**src/rtl/craft_round_ctrl.sv**
```systemverilog
// Round sequencer for the nibble-serial CRAFT datapath: LOAD, ROUND x (NUM_ROUNDS-1), FINAL, UNLOAD.
// Optional feature: define CRAFT_CTRL_ABORT_EN to add an 'abort' input that cancels a run.
module craft_round_ctrl #(
   parameter int NUM_ROUNDS = 32,
   parameter int NIBBLES    = 16,
   parameter int RW         = 8
) (
   input  logic          clk,
   input  logic          rst_n,
   input  logic          start,
`ifdef CRAFT_CTRL_ABORT_EN
   input  logic          abort,
`endif
   output logic          load_en,
   output logic          round_en,
   output logic [3:0]    nib_idx,
   output logic [RW-1:0] round,
   output logic          cm0,
   output logic          cm1,
   output logic          ck0,
   output logic          sb_bypass,
   output logic          out_valid,
   output logic          busy,
   output logic          done
);

   typedef enum logic [2:0] {
      IDLE   = 3'd0,
      LOAD   = 3'd1,
      ROUND  = 3'd2,
      FINAL  = 3'd3,
      UNLOAD = 3'd4
   } state_t;

   localparam logic [3:0]    LAST_NIB  = 4'(NIBBLES - 1);
   localparam logic [RW-1:0] FINAL_RND = RW'(NUM_ROUNDS - 1);

   state_t          state, state_next;
   logic [3:0]      nib_next;
   logic [RW-1:0]   round_next;
   logic [RW-1:0]   round_inc;
   logic            done_next;
   logic            last_nib;
   logic            cancel;

   always_ff @(posedge clk or negedge rst_n) begin
      if (!rst_n) begin
         state   <= IDLE;
         nib_idx <= 4'd0;
         round   <= '0;
         done    <= 1'b0;
      end else begin
         state   <= state_next;
         nib_idx <= nib_next;
         round   <= round_next;
         done    <= done_next;
      end
   end

   assign last_nib  = (nib_idx == LAST_NIB);
   assign round_inc = round + RW'(1);

`ifdef CRAFT_CTRL_ABORT_EN
   assign cancel = abort && (state != IDLE);
`else
   assign cancel = 1'b0;
`endif

   always_comb begin
      state_next = state;
      nib_next   = nib_idx;
      round_next = round;
      done_next  = 1'b0;
      load_en    = 1'b0;
      round_en   = 1'b0;
      sb_bypass  = 1'b0;
      out_valid  = 1'b0;
      cm0        = 1'b0;
      cm1        = 1'b0;
      ck0        = 1'b0;
      busy       = (state != IDLE);

      if (state != IDLE)
         nib_next = last_nib ? 4'd0 : nib_idx + 4'd1;

      case (state)
         IDLE: begin
            if (start) begin
               state_next = LOAD;
               nib_next   = 4'd0;
               round_next = '0;
            end
         end
         LOAD: begin
            load_en = 1'b1;
            if (last_nib)
               state_next = ROUND;
         end
         ROUND: begin
            round_en = 1'b1;
            if (last_nib) begin
               round_next = round_inc;
               if (round_inc == FINAL_RND)
                  state_next = FINAL;
            end
         end
         FINAL: begin
            round_en  = 1'b1;
            sb_bypass = 1'b1;
            if (last_nib)
               state_next = UNLOAD;
         end
         UNLOAD: begin
            out_valid = 1'b1;
            if (last_nib) begin
               state_next = IDLE;
               round_next = '0;
               done_next  = 1'b1;
            end
         end
         default: begin
            state_next = IDLE;
            nib_next   = 4'd0;
            round_next = '0;
         end
      endcase

      // Row-major order: the first two rows go through MixColumns, row 0 also gets the constant.
      if (state == ROUND || state == FINAL) begin
         cm0 = (nib_idx < 4'd8);
         cm1 = (nib_idx < 4'd4);
         ck0 = (nib_idx == 4'd0);
      end

      if (cancel) begin
         state_next = IDLE;
         nib_next   = 4'd0;
         round_next = '0;
         done_next  = 1'b0;
      end
   end

endmodule

```
**config.mk**
```make
export PLATFORM = sky130hd
export DESIGN_NAME = craft_round_ctrl
export DESIGN_NICKNAME = d
export VERILOG_FILES = /design/src/rtl/craft_round_ctrl.sv
export SDC_FILE = /design/constraint.sdc
export NUM_CORES = 1
export LEC_CHECK = 0
export CORE_AREA = 2 2 53 55
export DETAILED_ROUTE_END_ITERATION = 6
export DIE_AREA = 0 0 55 57
export PLACE_DENSITY = 0.7
export SLEW_MARGIN = 20
export SYNTH_ARGS = -nofsm -noshare
export SYNTH_HDL_FRONTEND = slang
export SYNTH_SLANG_ARGS = --single-unit
```
**constraint.sdc**
```tcl
create_clock -name clk -period 1.5 [get_ports clk]
set_clock_uncertainty 0.05 [all_clocks]
set_input_delay 0.3 -clock clk [delete_from_list [all_inputs] [get_ports clk]]
set_output_delay 0.3 -clock clk [all_outputs]
set_load 0.01 [all_outputs]
```
Yosys cells after proc, flatten, opt, wreduce, memory -nomap -nowiden
Cells that the tools add are included.

word-level totals
  register bits = 16
  bits of input ports = 3
  output and inout bits = 21
  logic and storage cells = 54

cells by class
  add/subtract/negate cells = 2
  $lt $le $gt $ge = 2
  equality and inequality tests = 12
  multiplexer cells = 24
  bitwise operators = 1
  reduce and logical (&&, ||, !) cells = 9

operators with widths
  kind                                                                   count
  8-bit case mux with 4 select lines                                     1
  8-bit 2-to-1 mux                                                       3
  3-bit 2-to-1 mux                                                       6
  3-bit case mux with 5 select lines                                     1
  4-bit 2-to-1 mux                                                       3
  2-bit inequality test, second input constant                           6
  1-bit 2-to-1 mux                                                       9
  8-bit by 1-bit adder with 8-bit output, second input constant          1
  8-bit by 5-bit equality test with 1-bit output, second input constant  1
  4-bit case mux with 2 select lines                                     1
  3-bit by 2-bit equality test with 1-bit output, second input constant  2
  6-bit AND reduction                                                    1
  4-bit by 1-bit adder with 4-bit output, second input constant          1
  4-bit equality test, second input constant                             1
  4-bit zero test                                                        1
  4-bit by 3-bit < comparator with 1-bit output, second input constant   1
  4-bit < comparator, second input constant                              1
  4-bit AND reduction                                                    1
  2-bit OR reduction                                                     2
  4-bit OR reduction                                                     1
  3-bit by 1-bit equality test with 1-bit output, second input constant  1
  3-bit equality test, second input constant                             1
  3-bit zero test                                                        1
  3-bit nonzero test                                                     1
  other kinds (2)                                                        2

Depth between registers and ports, before layout
  word-level depth = 5
  depth in mapped cells = 6
  mapped depth without buffers = 5

Least setup slack after synthesis
OpenSTA, ideal clock, no wires.

  path kind = register to register
  start = register nib_idx[0]
  end = register round[7]
  library setup time = 0.082 ns
  arrival = 1.612 ns
  required time = 1.368 ns
  slack = -0.244 ns
  cell stages (with the launch flop) = 6
  path buffers = 0
  clock period less this slack = 1.744 ns
  cells stage by stage = dfrtp_1 -> ha_1 -> nand3_4 -> or3_4 -> o31a_1 -> a31oi_1

on the way
  cells in the longest elaborated chain, start to end = 3
  elaborated cells between the ends (all ways) = 4
  classes of those cells = 3 x eq/ne; 1 x reduce/logical

ends and longest elaborated chain
  element                            line  RTL
  start, declared                    16    output logic [3:0] nib_idx,
  start signal, assigned             54    nib_idx <= nib_next;
  4-bit equality test (*)            60    assign last_nib = (nib_idx == LAST_NIB);
  2-bit inequality test (no line)    -
  4-bit AND reduction (no line) (*)  -
  end signal, assigned               55    round <= round_next;
  end, declared                      17    output logic [RW-1:0] round,

Every way passes the cells marked *; elsewhere a longest branch is shown, timed or not.
A chain may end at the register's enable or synchronous reset.

Worst setup path after layout
  start = register nib_idx[1]
  end = output port ck0

on the way
  cells in the longest elaborated chain, start to end = 2

ends and longest elaborated chain
  element           line  RTL
  4-bit zero test   132   ck0 = (nib_idx == 4'd0);
  1-bit 2-to-1 mux  129   if (state == ROUND || state == FINAL) begin
  end, declared     20    output logic ck0,

No other way between the ends.

==> flow_metrics.tcl <==
set metrics [dict create \
    portBuffers 23 \
    maxCapViolations 0 \
    r2r_slack_ns -0.14 \
    synthCells 107 \
    cp_top_family "flip-flops" \
    io-pin-count 24 \
    grt_first_pass_wirelength_um 4730 \
    crit_path_end_kind "output pin" \
    initial_core_util_pct 37.6 \
    ys.flop_type "dfrtp_1" \
    violations "setup timing" \
    cp.depth 5 \
    ant_nets 0 \
    synth_edf_count 0 \
    first_global_vias 1124 \
    first_pass_iters 4 \
    worstRegToRegCells 5 \
    status "complete, but fails checks" \
    hold_viol 0 \
    core_area_um2 2620 \
    yosysMostFrequentCell "dfrtp_1" \
    dr_total_vias 1061 \
    dp_cells 181 \
    async_flop_share_pct 100 \
    area_delta_synth_final_pct 74.5 \
    critPathMaxFanout 2 \
    crit_required_ns 1.15 \
    die-width_um 55 \
    grt_antenna_before_repair 0 \
    synthesis.nets 114 \
    cts_root_buf "clkbuf_4" \
    final.min_clock_period_ns 1.64 \
    r2r-end "round[7]" \
    clkTransAtPathRegs_ns 0.10 \
    htree_num_levels 1 \
    rsz0062_at_grt "yes" \
    syn_avg_cell_area_um2 9.18 \
    finalSetupViolations 14 \
    crit_buf_inv 3 \
    slew_headroom_pct 81.2 \
    crit_chain "buf_4 > inv_1 > ha_1 > and2_1 > buf_2" \
    drive_above_1_share_pct 52.9 \
    n_antenna_cell 0 \
    ys_seq_area_share_pct 40.8 \
    nets 178 \
    viasPerCell 5.28 \
    worstMarginPinSlew_ns 0.280 \
    final_max_slew_viol_count 0 \
    power_density_nw_per_um2 404 \
    tritoncts_num_sinks 16 \
    clockBufferDepth 2 \
    cts_tree "done" \
    yosys-top-cells-count "16 x dfrtp_1, 11 x nand2_1, 8 x nor2_1, 8 x o21ai_0, 7 x inv_1" \
    finalCritPeriodShare_pct 110 \
    ys_warn_count 0 \
    cpPeakStageDelay_ns 0.42 \
    crit_path_top_delay_cell "dfrtp_2" \
    numCtsBuffers 3 \
    routedWlPerCell_um 14.5 \
    cp-start-kind "flop" \
    drt_iter0_drc 19 \
    peakVddDrop_mv 0.416 \
    grtUsageTotal_pct 19.9 \
    ys_ff_latch 16 \
    rows 19 \
    netlist.area_leader.share_pct 40.8 \
    grt_start_max_net_pins 17 \
    clkLatencyLatePin_ns 0.28 \
    final.setup.worst_slack_ns -0.143 \
    fmax_ghz 0.609 \
    place_congestion 0.838 \
    p_leak_nw 0.749 \
    synth.cell_area_um2 982 \
    dp_hpwl_um 1850 \
    wirelength_um 2920 \
    chipHeight_um 57 \
    fin_util_pct 65.6 \
    worstPathArrival_ns 1.29 \
    synthDistinctLibCells 39 \
    r2r_start "state[2]" \
    holdBufCountCts 0 \
    pre_cts_slack_ns -0.211 \
    finalNonFillerCells 201 \
    hold_path_class "in -> async" \
    die_area_um2 3140 \
    ys_top_cells_by_area "dfrtp_1 41%, ha_1 5.1%, nand2_1 4.2%, o21ai_0 4.1%, a31oi_1 3.8%" \
    drc_errors 0 \
    yosysTopAreaCell "dfrtp_1" \
    crit_type "reg -> out" \
    overflow 0 \
]
## cell families after synthesis
family | share of synthesized area [%]
xor gates and xnor gates | 5.35
DFF | 40.8
buffers and inverters | 4.84
AOI/OAI and AO/OA | 20.4
adders and majority gates | 5.10
and+or+nand+nor | 22.4
muxes | 1.15
## cell usage in the layout, fill, tap and decap left out, types with 2 or more instances in the layout
master and n:
inv_1 6, o21ai_1 2, xor2_1 2, nand2_1 10, nor2_2 2, ha_1 2, dlygate4sd2_1 9, clkbuf_2 3
a21oi_2 2, nand3_1 4, buf_4 30, xnor2_1 4, clkbuf_4 3, a31oi_4 2, a31oi_1 3, o31a_1 2
nor3_4 2, nand2b_4 3, buf_6 11, nor2_1 5, dfrtp_1 12, buf_2 7, dfrtp_2 4, clkdlybuf4s50_1 2
o21ai_0 5
## registers in the layout, summed over array words and instances (netlist names)
signal	flops
done	1
nib_idx	4
round	8
state	3
## layout make-up
class	instances	area, µm²
repair buffers	63	513
well taps	31	38.8
flip-flops and latches	16	405
fillers	230	901
multi-input cells	80	702
clock buffers	4	26.3
inverters	7	28.8
## how the worst max path moves through the flow
stage	startpoint	to
after floorplan	nib_idx[0]	round[7]
after global placement	state[2]	ck0
after detailed placement	state[2]	ck0
after CTS	state[2]	ck0
after global routing	nib_idx[1]	ck0
final	nib_idx[1]	ck0
## what timing repair did
| item | 4_1_cts | 5_1_grt |
|---|---|---|
| setup endpoints to repair | 30 | 19 |
| pin swaps | 13 | 8 |
| buffers inserted | 9 | 8 |
| resized for setup | 77 | 23 |
## per-layer routing
metal / part of all wire [%] / up-vias / GRT usage, %
li1: - / 509 / -
met1: 41 / 520 / 23.4
met2: 54 / 30 / 35.7
met3: 3.7 / 2 / 3.93
met4: 0.58 / 0 / 5.23
met5: 0 / - / 0
## through the flow
stage | instance area, µm² | hold slack (ns) | TNS, ns | total power, mW
finish | 1710 | 0.283 | -1.10 | 0.693
global route | 1710 | 0.302 | -2.00 | 0.716
CTS | 1600 | 0.285 | -0.646 | 0.698
detailed placement | 1440 | 0.422 | -2.18 | 0.459
global placement | 1440 | 0.421 | -1.90 | 0.459
floorplan | 1020 | -0.0456 | -0.192 | 0.440
## where the power goes
part	internal, mW	switching [mW]	leakage, nW
clock	0.103	0.140	0.0150
sequential	0.431	0	0.188
combinational	0.00797	0.0110	0.547
No activity file was read; power rests on OpenSTA's default activity.
